`src/rtl/serial_pkg.sv`:
```
// Shared types for the serial word link (transmitter and receiver side).
// Parity frame support is compiled in with SERIAL_TX_PARITY_EN.
package serial_pkg;

  typedef enum logic [1:0] {
    IDLE   = 2'd0,
    SHIFT  = 2'd1,
    PARITY = 2'd2
  } tx_state_t;

  function automatic int cnt_w(input int w);
    return $clog2(w);
  endfunction

endpackage

```
`src/rtl/serial_word_tx_piso_shreg.sv`:
```
// Load / shift-left register with zero fill; exposes only the MSB tap
// that feeds the serial output.
module piso_shreg #(
  parameter int W = 8
) (
  input  logic         clk,
  input  logic         rst,
  input  logic         load,
  input  logic         shift,
  input  logic [W-1:0] d,
  output logic         msb
);

  logic [W-1:0] q_q, q_d;

  always_comb begin
    q_d = q_q;
    if (load) begin
      q_d = d;
    end else if (shift) begin
      q_d = {q_q[W-2:0], 1'b0};
    end
  end

  always_ff @(posedge clk or posedge rst) begin
    if (rst) begin
      q_q <= '0;
    end else begin
      q_q <= q_d;
    end
  end

  assign msb = q_q[W-1];

endmodule

```
`src/rtl/serial_word_tx.sv`:
```
// Parallel-in, serial-out word transmitter, MSB first, valid/ready input.
// Define SERIAL_TX_PARITY_EN to append an even-parity bit to every frame.
module serial_word_tx
  import serial_pkg::*;
#(
  parameter int W = 8
) (
  input  logic         clk,
  input  logic         rst,
  input  logic         clr,
  input  logic [W-1:0] d,
  input  logic         valid_in,
  output logic         ready_out,
  output logic         sout,
  output logic         sout_en,
  output logic         last,
  output tx_state_t    dbg_state
);

  // Handshake: a word transfers on a rising edge where valid_in && ready_out
  // && !clr; the producer holds d and valid_in until that edge.
  localparam int CW = cnt_w(W);

  tx_state_t     state_q, state_d;
  logic [CW-1:0] cnt_q, cnt_d;
  logic          accept;
  logic          tap;
  logic          final_bit;

  assign final_bit = (state_q == SHIFT) && (cnt_q == '0);
  assign accept    = valid_in && ready_out && !clr;
  assign dbg_state = state_q;

`ifdef SERIAL_TX_PARITY_EN
  logic par_q, par_d;

  assign ready_out = (state_q == IDLE) || (state_q == PARITY);
  assign last      = (state_q == PARITY);
  assign sout_en   = (state_q == SHIFT) || (state_q == PARITY);
  assign sout      = (state_q == SHIFT)  ? tap   :
                     (state_q == PARITY) ? par_q : 1'b0;
`else
  assign ready_out = (state_q == IDLE) || final_bit;
  assign last      = final_bit;
  assign sout_en   = (state_q == SHIFT);
  // Gated so a word left over after an abort never leaks onto the link.
  assign sout      = (state_q == SHIFT) && tap;
`endif

  always_comb begin
    state_d = state_q;
    cnt_d   = cnt_q;
`ifdef SERIAL_TX_PARITY_EN
    par_d   = par_q;
`endif
    if (accept) begin
      cnt_d = CW'(W - 1);
`ifdef SERIAL_TX_PARITY_EN
      par_d = ^d;
`endif
    end
    if (clr) begin
      state_d = IDLE;
    end else begin
      case (state_q)
        IDLE: begin
          if (accept) state_d = SHIFT;
        end
        SHIFT: begin
          if (cnt_q != '0) begin
            cnt_d = cnt_q - 1'b1;
          end else begin
`ifdef SERIAL_TX_PARITY_EN
            state_d = PARITY;
`else
            state_d = accept ? SHIFT : IDLE;
`endif
          end
        end
`ifdef SERIAL_TX_PARITY_EN
        PARITY: begin
          state_d = accept ? SHIFT : IDLE;
        end
`endif
        default: state_d = IDLE;
      endcase
    end
  end

  always_ff @(posedge clk or posedge rst) begin
    if (rst) begin
      state_q <= IDLE;
      cnt_q   <= '0;
`ifdef SERIAL_TX_PARITY_EN
      par_q   <= 1'b0;
`endif
    end else begin
      state_q <= state_d;
      cnt_q   <= cnt_d;
`ifdef SERIAL_TX_PARITY_EN
      par_q   <= par_d;
`endif
    end
  end

  piso_shreg #(.W(W)) u_shreg (
    .clk   (clk),
    .rst   (rst),
    .load  (accept),
    .shift (state_q == SHIFT),
    .d     (d),
    .msb   (tap)
  );

endmodule

```
`config.mk`:
```
export PLATFORM = sky130hd
export DESIGN_NAME = serial_word_tx
export DESIGN_NICKNAME = d
export VERILOG_FILES = /design/src/rtl/serial_pkg.sv /design/src/rtl/serial_word_tx_piso_shreg.sv /design/src/rtl/serial_word_tx.sv
export SDC_FILE = /design/constraint.sdc
export NUM_CORES = 1
export LEC_CHECK = 0
export CORE_AREA = 5 5 43 45
export CTS_BUF_LIST = sky130_fd_sc_hd__clkbuf_8
export CTS_CLUSTER_DIAMETER = 40
export DETAILED_ROUTE_END_ITERATION = 8
export DIE_AREA = 0 0 48 50
export GPL_TIMING_DRIVEN = 0
export HOLD_SLACK_MARGIN = 0.05
export PLACE_DENSITY = 0.77
export SYNTH_ARGS = -nofsm -noshare
export SYNTH_HDL_FRONTEND = slang
export SYNTH_SLANG_ARGS = --single-unit
```
`constraint.sdc`:
```
create_clock -name clk -period 1.7 [get_ports clk]
set_input_delay 0.34 -clock clk [delete_from_list [all_inputs] [get_ports clk]]
set_output_delay 0.34 -clock clk [all_outputs]
set_load 0.01 [all_outputs]
```
==> impl_metrics.py <==
metrics = {
    "setup_path": {
        "startpoint_type": "register",
        "crit_family": "flip-flops",
        "cp_num_buf_inv": 3,
        "max_stage_delay_ns": 0.39,
        "worstPathMaxFanout": 5,
        "cp-endpoint": "ready_out",
        "cp_common_cell": "inv_2",
        "reg2reg_slack_ns": 0.19,
        "crit_type": "register to output port",
        "end_kind": "output port",
        "cp_data_arrival_time_ns": 1.28,
        "r2r_end": "u_shreg.q_q[7]$_DFFE_PP0P_",
        "cp-startpoint": "cnt_q[0]$_DFF_PP0_",
        "rr_worst_depth": 6,
        "path_cells": "inv_2 > ha_4 > nand2b_4 > and2_4 > inv_2 > buf_2",
        "crit_slowest_cell": "dfrtp_1",
        "critPathRequiredTime_ns": 1.36,
        "cp.depth": 6,
        "rr_startpoint": "cnt_q[0]$_DFF_PP0_",
    },
    "sta": {
        "setup_ws_ns": 0.07986,
        "fin_skew_ns": 0.004212,
        "min_period_ns": 1.620,
        "slew_violations": 0,
        "fmax_ghz": 0.6172,
        "period_share_pct": 95.30,
        "setup_viol": 0,
        "finalHoldViolations": 0,
    },
    "grt": {
        "grt.overflow.total": 0,
        "grt_max_degree": 13,
        "antenna_found_initial": 0,
        "grt.total_usage_pct": 13.48,
        "grt_pass1_wl_um": 2283,
        "grt_pass1_vias": 518,
    },
    "cts": {
        "cts_tree": "done",
        "clockRootBuffer": "clkbuf_8",
        "cts_buffer_depth": 2,
        "clk_pin_slew_worst_paths_ns": 0.05,
        "cts_num_sinks": 12,
        "cts_made_buffers": 3,
        "htreeDepth": 1,
        "insertion_delay_ns": 0.24,
        "ctsHoldBuffers": 0,
    },
    "synthesis": {
        "synth_area_sq_um": 648.1,
        "synthCells": 58,
        "seq_area_frac_synth_pct": 46.33,
        "yosysWarningCount": 0,
        "syn_nets": 72,
        "yosysUniqueCellTypes": 23,
        "yosysTopAreaCell": "dfrtp_1",
        "synth_top_area_share_pct": 46.33,
        "syn_avg_cell_area_sq_um": 11.17,
        "synth_area_leaders": "dfrtp_1, a221o_1, and3_1",
        "ys_ff_latch": 12,
    },
    "pwr": {
        "ir_drop_uv": 604.4,
        "power_frac_clock_pct": 29.5,
        "intPower_mw": 0.7396,
        "seq_power_share_pct": 39.4,
        "p_sw_mw": 0.2927,
        "p_leak_nw": 0.4394,
        "swShare_pct": 28.35,
        "p_per_area_mw_per_mm2": 1127,
        "p_comb_share_pct": 31.1,
    },
    "floorplanning": {
        "die_x_um": 48,
        "core_area_sq_mm": 0.001436,
        "initial_core_util_pct": 45.12,
        "dieArea_sq_mm": 0.002400,
        "rows": 14,
        "chipHeight_um": 50,
        "ios": 18,
    },
    "placement": {
        "place.port_buffers": 16,
        "globalplace.congestion": 0.8060,
        "dp_slack_ns": -0.3227,
        "postPlaceCellArea_sq_um": 828.3,
        "dp_hpwl_um": 1037,
    },
    "routing": {
        "drt_wl_total_um": 1447,
        "vias": 551,
        "drtIter0Drc": 17,
        "wl_per_cell_um": 15.07,
        "antenna_left": 0,
        "remaining_drc_errors": 0,
        "firstDrtPassIters": 4,
        "vias_per_cell": 5.740,
    },
    "cells_and_area": {
        "insertedDiodeCount": 0,
        "final_layout_size_suffix_gt1_share_pct": 26.25,
        "area_growth_pct": 41.31,
        "final_area_sq_um": 915.9,
        "fillers": 129,
        "fin_nets": 95,
    },
    "run": {
        "max-cap-violations": 0,
    },
    "hold_path": {
        "worstHoldPathType": "input port to asynchronous set/reset pin",
    },
    "run_status": {
        "status": "finished clean",
    },
}
==> worst min path at each step <==
stage | end | startpoint | cells after the start | slack, ns
after floorplan | cnt_q[0]$_DFF_PP0_ | rst | 1 | 0.20
after global placement | u_shreg.q_q[0]$_DFFE_PP0P_ | u_shreg.q_q[0]$_DFFE_PP0P_ | 1 | 0.48
after detailed placement | u_shreg.q_q[0]$_DFFE_PP0P_ | u_shreg.q_q[0]$_DFFE_PP0P_ | 1 | 0.49
after CTS | u_shreg.q_q[4]$_DFFE_PP0P_ | rst | 2 | 0.43
after global routing | u_shreg.q_q[4]$_DFFE_PP0P_ | rst | 2 | 0.45
final | u_shreg.q_q[4]$_DFFE_PP0P_ | rst | 2 | 0.41
==> cell usage in the layout, fill, tap and decap left out, types with 2 or more instances in the layout <==
master and count:
and3_1 8, a21oi_2 2, o311a_1 2, nand2_1 2, dfrtp_1 11, inv_2 4
inv_1 2, clkbuf_8 4, nand4_1 2, dlygate4sd2_1 2, a221o_1 7, buf_4 4
clkdlybuf4s50_1 12
==> cell usage after synthesis <==
library cell,instances
nand3b_1,1
nand4bb_4,1
o21ai_0,1
nand2_1,2
a221o_1,7
inv_2,2
a21oi_2,2
o21a_1,1
conb_1,1
o311a_1,2
inv_1,4
nand4_1,2
nand2b_1,2
a22o_1,1
dfrtp_1,12
and2_4,1
buf_4,2
clkbuf_1,1
and3_1,8
a221oi_1,1
a211oi_1,1
ha_1,2
and2_1,1
==> power by group through the flow <==
stage | clock network [mW] | logic (mW) | registers (mW)
finish | 0.305 | 0.321 | 0.407
global route | 0.335 | 0.359 | 0.414
CTS | 0.317 | 0.309 | 0.405
detailed placement | 0 | 0.272 | 0.406
global placement | 0 | 0.262 | 0.403
floorplan | 0 | 0.188 | 0.395
==> timing repair <==
action / CTS / global route
gates resized for setup: 15 / 1
setup endpoints to repair: 4 / 2
setup buffers: 1 / 1
pin swaps: 2 / 1
==> area by class of cell <==
cell class,instances,area (sq um),share of cell area (%)
plain buffers,3,22.52,2.459
clock buffers,4,55.05,6.011
inverters,6,22.52,2.459
multi-input cells,37,326.6,35.66
flip-flops and latches,12,301.5,32.92
well taps,16,20.02,2.186
repair buffers,18,167.7,18.31
==> metal layers <==
layer	track usage, %	up-vias	part of all wire, %
met3	3.273	2	4.9
li1	-	267	-
met2	19.16	15	49
met4	7.175	0	0.28
met1	18.20	267	46
met5	0	-	0
==> metrics by stage <==
stage | instances | hold WS [ns] | util [%] | TNS (ns) | power (mW)
global placement | 90 | 0.4837 | 57.67 | -1.167 | 0.6650
global route | 96 | 0.4549 | 63.76 | -0.001727 | 1.108
CTS | 95 | 0.4348 | 63.15 | 0 | 1.031
floorplan | 58 | 0.2047 | - | 0 | 0.5827
detailed placement | 90 | 0.4888 | 57.67 | -1.238 | 0.6783
finish | 96 | 0.4131 | 63.76 | 0 | 1.032
==> worst reg2reg max path: stages (launching register included) <==
cell,delay [ns]
dfrtp_1,0.39
inv_2,0.10
ha_4,0.16
buf_4,0.12
nand4bb_4,0.14
and3_1,0.22
a221o_1,0.26
==> cells by family after synthesis <==
kind of cell	synth area share (%)
fa+ha+maj	3.860
other cells	0.5786
simple gates	20.47
flops	46.33
buf+inv	6.369
compound gates	22.40
==> flip-flops by register name, summed over array words and instances, names as in the netlist <==
name / count
dbg_state: 1
cnt_q: 3
u_shreg.q_q: 8
(Power assumes the default switching activity.)
